===== src/rtl/gate_controller.sv =====
// Gate controller front end for the parking management system.
// Debounces the raw entry/exit car sensors, serialises them into one-cycle
// requests toward the occupancy FSM, then drives the barrier motor for a fixed
// hold time or lights the full lamp depending on the occupancy FSM's answer.
module gate_controller #(
    parameter int unsigned DEBOUNCE  = 4,  // 1..15 consecutive samples
    parameter int unsigned DOOR_HOLD = 8   // 1..255 motor cycles
) (
    input  logic       clk,
    input  logic       reset,
    input  logic       entry_sensor,
    input  logic       exit_sensor,
    input  logic [1:0] exit_request_slot,
    input  logic       is_open,
    input  logic       is_full,
    output logic       entry_signal,
    output logic       exit_signal,
    output logic [1:0] exit_slot,
    output logic       gate_motor,
    output logic       full_lamp,
    output logic       busy
);

    // Debounce threshold, widened by one bit so count+1 cannot wrap.
    localparam logic [4:0] DbTarget = 5'(DEBOUNCE);
    localparam logic [7:0] HoldInit = 8'(DOOR_HOLD);

    typedef enum logic [2:0] {
        StIdle,
        StIssue,
        StWait,
        StOpen,
        StClear
    } state_e;

    // ------------------------------------------------------------------
    // State
    // ------------------------------------------------------------------
    logic       ent_stable_q, ent_stable_d;
    logic [3:0] ent_cnt_q, ent_cnt_d;
    logic       ext_stable_q, ext_stable_d;
    logic [3:0] ext_cnt_q, ext_cnt_d;

    logic       entry_pend_q, entry_pend_d;
    logic       exit_pend_q, exit_pend_d;
    logic [1:0] exit_slot_q, exit_slot_d;

    state_e     state_q, state_d;
    logic       dir_q, dir_d;  // 0: serving entry, 1: serving exit
    logic [7:0] hold_q, hold_d;

    logic       entry_signal_q, entry_signal_d;
    logic       exit_signal_q, exit_signal_d;
    logic       gate_motor_q, gate_motor_d;
    logic       full_lamp_q, full_lamp_d;
    logic       busy_q, busy_d;

    // Debounce events
    logic       ent_differs, ent_flip, ent_rise, ent_fall;
    logic       ext_differs, ext_flip, ext_rise;

    // Decision raised in WAIT for a rejected entry
    logic       lamp_set;

    // ------------------------------------------------------------------
    // Entry sensor debounce: count samples that disagree with the stable level
    // ------------------------------------------------------------------
    always_comb begin
        ent_differs  = entry_sensor != ent_stable_q;
        ent_flip     = ent_differs && (({1'b0, ent_cnt_q} + 5'd1) == DbTarget);
        ent_rise     = ent_flip && !ent_stable_q;
        ent_fall     = ent_flip && ent_stable_q;
        ent_stable_d = ent_flip ? !ent_stable_q : ent_stable_q;
        if (!ent_differs || ent_flip) begin
            ent_cnt_d = 4'd0;
        end else begin
            ent_cnt_d = ent_cnt_q + 4'd1;
        end
    end

    // ------------------------------------------------------------------
    // Exit sensor debounce: same scheme as the entry side
    // ------------------------------------------------------------------
    always_comb begin
        ext_differs  = exit_sensor != ext_stable_q;
        ext_flip     = ext_differs && (({1'b0, ext_cnt_q} + 5'd1) == DbTarget);
        ext_rise     = ext_flip && !ext_stable_q;
        ext_stable_d = ext_flip ? !ext_stable_q : ext_stable_q;
        if (!ext_differs || ext_flip) begin
            ext_cnt_d = 4'd0;
        end else begin
            ext_cnt_d = ext_cnt_q + 4'd1;
        end
    end

    // ------------------------------------------------------------------
    // One-deep pending flags; the slot is captured only when the exit flag sets
    // ------------------------------------------------------------------
    always_comb begin
        entry_pend_d = entry_pend_q;
        exit_pend_d  = exit_pend_q;
        exit_slot_d  = exit_slot_q;

        if (ent_rise) begin
            entry_pend_d = 1'b1;
        end
        if (ext_rise && !exit_pend_q) begin
            exit_pend_d = 1'b1;
            exit_slot_d = exit_request_slot;
        end

        // The request leaves ISSUE: retire the flag it was serving.
        if (state_q == StIssue) begin
            if (dir_q) begin
                exit_pend_d = 1'b0;
            end else begin
                entry_pend_d = 1'b0;
            end
        end
    end

    // ------------------------------------------------------------------
    // Transaction FSM next state
    // ------------------------------------------------------------------
    always_comb begin
        state_d  = state_q;
        dir_d    = dir_q;
        hold_d   = hold_q;
        lamp_set = 1'b0;

        unique case (state_q)
            StIdle: begin
                if (entry_pend_q) begin
                    state_d = StIssue;
                    dir_d   = 1'b0;
                end else if (exit_pend_q) begin
                    state_d = StIssue;
                    dir_d   = 1'b1;
                end
            end
            StIssue: begin
                state_d = StWait;
            end
            StWait: begin
                if (is_open) begin
                    state_d = StOpen;
                    hold_d  = HoldInit;
                end else begin
                    // Rejected entry lights the lamp; an unanswered request
                    // or an exit of an empty slot simply gives up.
                    lamp_set = !dir_q && is_full;
                    state_d  = StIdle;
                end
            end
            StOpen: begin
                hold_d = hold_q - 8'd1;
                if (hold_q == 8'd1) begin
                    state_d = StClear;
                end
            end
            StClear: begin
                // Wait for the served car to leave its sensor.
                if (!(dir_q ? ext_stable_q : ent_stable_q)) begin
                    state_d = StIdle;
                end
            end
            default: begin
                state_d = StIdle;
            end
        endcase
    end

    // ------------------------------------------------------------------
    // Registered outputs, derived from the state being entered
    // ------------------------------------------------------------------
    always_comb begin
        entry_signal_d = (state_d == StIssue) && !dir_d;
        exit_signal_d  = (state_d == StIssue) && dir_d;
        gate_motor_d   = state_d == StOpen;
        busy_d         = state_d != StIdle;

        full_lamp_d = full_lamp_q;
        if (ent_fall) begin
            full_lamp_d = 1'b0;
        end
        // Only light the lamp while a car is still in the entry lane.
        if (lamp_set && ent_stable_d) begin
            full_lamp_d = 1'b1;
        end
    end

    // ------------------------------------------------------------------
    // State registers with synchronous reset
    // ------------------------------------------------------------------
    always_ff @(posedge clk) begin
        if (reset) begin
            ent_stable_q   <= 1'b0;
            ent_cnt_q      <= 4'd0;
            ext_stable_q   <= 1'b0;
            ext_cnt_q      <= 4'd0;
            entry_pend_q   <= 1'b0;
            exit_pend_q    <= 1'b0;
            exit_slot_q    <= 2'd0;
            state_q        <= StIdle;
            dir_q          <= 1'b0;
            hold_q         <= 8'd0;
            entry_signal_q <= 1'b0;
            exit_signal_q  <= 1'b0;
            gate_motor_q   <= 1'b0;
            full_lamp_q    <= 1'b0;
            busy_q         <= 1'b0;
        end else begin
            ent_stable_q   <= ent_stable_d;
            ent_cnt_q      <= ent_cnt_d;
            ext_stable_q   <= ext_stable_d;
            ext_cnt_q      <= ext_cnt_d;
            entry_pend_q   <= entry_pend_d;
            exit_pend_q    <= exit_pend_d;
            exit_slot_q    <= exit_slot_d;
            state_q        <= state_d;
            dir_q          <= dir_d;
            hold_q         <= hold_d;
            entry_signal_q <= entry_signal_d;
            exit_signal_q  <= exit_signal_d;
            gate_motor_q   <= gate_motor_d;
            full_lamp_q    <= full_lamp_d;
            busy_q         <= busy_d;
        end
    end

    assign entry_signal = entry_signal_q;
    assign exit_signal  = exit_signal_q;
    assign exit_slot    = exit_slot_q;
    assign gate_motor   = gate_motor_q;
    assign full_lamp    = full_lamp_q;
    assign busy         = busy_q;

endmodule


===== config.mk =====
export PLATFORM = sky130hd
export DESIGN_NAME = gate_controller
export DESIGN_NICKNAME = d
export VERILOG_FILES = /design/src/rtl/gate_controller.sv
export SDC_FILE = /design/constraint.sdc
export NUM_CORES = 1
export LEC_CHECK = 0
export BUFFER_PORTS_ARGS = -buffer_cell sky130_fd_sc_hd__buf_2
export CAP_MARGIN = 20
export CORE_ASPECT_RATIO = 0.5
export CORE_MARGIN = 10
export CORE_UTILIZATION = 40
export CTS_CLUSTER_DIAMETER = 100
export DETAILED_ROUTE_END_ITERATION = 10
export GPL_ROUTABILITY_DRIVEN = 0
export PLACE_DENSITY = 0.61
export SLEW_MARGIN = 20
export SYNTH_ARGS = -nofsm -noshare
export SYNTH_HDL_FRONTEND = slang
export SYNTH_SLANG_ARGS = --single-unit

===== constraint.sdc =====
create_clock -name clk -period 5.3 [get_ports clk]
set_input_delay 0.53 -clock clk [delete_from_list [all_inputs] [get_ports clk]]
set_output_delay 0.53 -clock clk [all_outputs]
set_load 0.02 [all_outputs]

==> results.toml <==
[clock_tree]
cts_sinks = 31
post_cts_buffers = 0
clk_pin_slew_ns = 0.07
cts_inserted_buffers = 5
cts_resized = 0
clock_latency_ns = 0.28
cts_buffer_depth = 2
ctsHoldBuffers = 0
clockRootBuffer = "clkbuf_8"
cts_tree = "done"
htreeDepth = 2

[power]
vdd_drop_max_v = 0.00009519
cellPowerDensity_nw_per_um2 = 290.5
leakage_uw = 0.0006371
finalPower_uw = 490.3

[die]
design.die.area_sq_um = 6571
initial_core_util = 0.4192
rows = 15
fp.dieH_um = 62.54
ios = 15
die_w_um = 105.1
core_sq_um = 3453

[timing]
skew_ns = 0.002222
min_period_ns = 1.908
hold_viol_final = 0
setup_viol = 0
final_max_slew_viol_count = 0
clock.fmax_mhz = 524.1
post-route-period-util = 0.3600
slew_headroom = 0.6613
tightest_slew_ns = 0.5037
rsz0062_at_grt = "false"
fin_setup_tns_ns = 0

[setup_path]
slowest_stage = "or4b_1"
cp-end-kind = "flop"
rr_startpoint = "hold_q[0]"
path_class = "reg -> reg"
start_kind = "flop"
r2r-end = "busy"
required_ns = 5.47
cp_max_fo = 5
crit_chain = "ha_1 -> or4b_1 -> o21ai_0 -> a31oi_1 -> or3_1"
cpLargestDelayFamily = "simple AND/OR/NAND/NOR gates"
critical_path_buf_inv_count = 0
cpPeakStageDelay_ns = 0.43
ff2ff_setup_slack_ns = 3.39
r2r_cells = 5
crit_arrival_ns = 2.08

[global_route]
grt_pass1_wl_mm = 4.830
antenna_found_initial = 0
track_usage = 0.09192
grt-ovfl-total = 0
grt_max_degree = 18
first_global_vias = 1061

[synthesis]
synth_warnings = 0
ys_top_cells_by_area = "dfxtp_1, ha_1, nor2_1"
yosysSeqAreaShare = 0.4287
async_reset_ff_frac = 0
yosysTopAreaCellShare = 0.4287
synth_top_area_cell = "dfxtp_1"
syn_area_per_cell_sq_um = 9.221
synth_edf_count = 0
syn_inst = 157
synth_area_sq_um = 1448
synth.distinct_cells = 46
syn_nets = 171
ys_seq_elements = 31
ys.flop_type = "dfxtp_1"

[final_layout]
layout_commonest_cell = "dfxtp_1"
stdcell_count = 227
area_growth_pct = 16.59
n_antenna_cell = 0
nets = 189
finalInstanceArea_sq_um = 1688
final_cell_mix = "dfxtp_1, nor2_1, buf_2"
layout-drive-gt1-share = 0.1989

[place]
place_inst = 219
io_buffers = 14
place_area_sq_um = 1570
dp_hpwl_mm = 2.032

[outcome]
outcome = "finished, final reports clean"

[worst_hold_path]
hold_depth = 2
hold_class = "reg -> reg"
holdPathEnd = "exit_slot[0]"
hold_start = "exit_slot[0]"

[routing]
via_per_inst = 5.137
ant_nets = 0
drtIter0Drc = 53
post_drt_wl_per_cell_um = 12.36
wl_mm = 2.806
drc = 0
drt_pass1_iterations = 4
num_vias = 1166

[job]
maxCapViolCount = 0
-- how the worst max path moves through the flow --
| stage | from | to | slack (ns) | cells past startpoint |
|---|---|---|---|---|
| 2_1_floorplan | hold_q[0] | busy | 3.52 | 5 |
| 3_3_place_gp | hold_q[0] | busy | 3.45 | 5 |
| 3_5_place_dp | hold_q[0] | busy | 3.39 | 5 |
| 4_1_cts | hold_q[0] | busy | 3.37 | 5 |
| 5_1_grt | hold_q[0] | busy | 3.24 | 5 |
| 6_report | hold_q[0] | busy | 3.39 | 5 |
-- routing by layer --
layer | track usage | part of all wire
met1 | 0.1074 | 0.48
met3 | 0.03086 | 0.048
met5 | 0 | 0
met2 | 0.1335 | 0.43
met4 | 0.07653 | 0.035
-- state kept, by name, summed over array words and instances, names as in the netlist, 2 cells and up --
signal and flops:
exit_slot 2, state_q 3, hold_q 8, ent_cnt_q 4, ext_cnt_q 4
-- final cells by class --
cell class              instances  area, sq um
fillers                       353         1765
inverters                      10        37.54
clock buffers                   6        82.58
well taps                      51        63.81
multi-input cells             113        778.2
repair buffers                 14        70.07
flip-flops and latches         31        620.6
clock inverters                 2        35.03
-- metrics by stage --
stage	utilization	hold WS [ns]	setup slack (ns)
after floorplan	-	0.4493	3.517
after global placement	0.4547	0.4392	3.452
after detailed placement	0.4547	0.4530	3.387
after CTS	0.4888	0.4624	3.369
after global routing	0.4888	0.4897	3.239
final	0.4888	0.4549	3.392
-- worst reg2reg max path, delay by kind of cell (launching register included) --
kind / cells / cell delay (ns)
AND/OR/NAND/NOR: 2 / 0.81
AO/OA/AOI/OAI: 2 / 0.42
flip-flops: 1 / 0.40
adder cells (fa/ha/maj): 1 / 0.16
-- Yosys cell counts (2+ instances only) --
library cell	number
xnor2_1	3
or2_2	2
o21ai_0	5
nor2_1	15
dfxtp_1	31
and3b_1	2
mux2_2	2
clkbuf_1	3
nand3b_1	4
nand3_1	5
xor2_1	3
o311ai_0	3
nor3b_1	2
inv_1	9
a31oi_1	4
nand2_1	13
a21oi_1	10
a211oi_1	2
nor3_1	3
and4b_1	2
mux2i_1	3
ha_1	6
or4_2	2
-- where the power goes --
part           switching [uW]  internal, uW  total, uW
Sequential               2.11           234        237
Clock                    88.9           152        241
Combinational            8.01          4.91       12.9
Total                    99.0           391        490
-- cell families after synthesis --
kind of cell | after synthesis | share of synthesized area
buffers and inverters | 13 | 0.03370
AOI/OAI and AO/OA | 33 | 0.1521
adders and majority gates | 6 | 0.05186
DFF | 31 | 0.4287
muxes | 5 | 0.03630
and+or+nand+nor | 63 | 0.2610
xor gates and xnor gates | 6 | 0.03631
No activity file was read; power rests on OpenSTA's default activity.
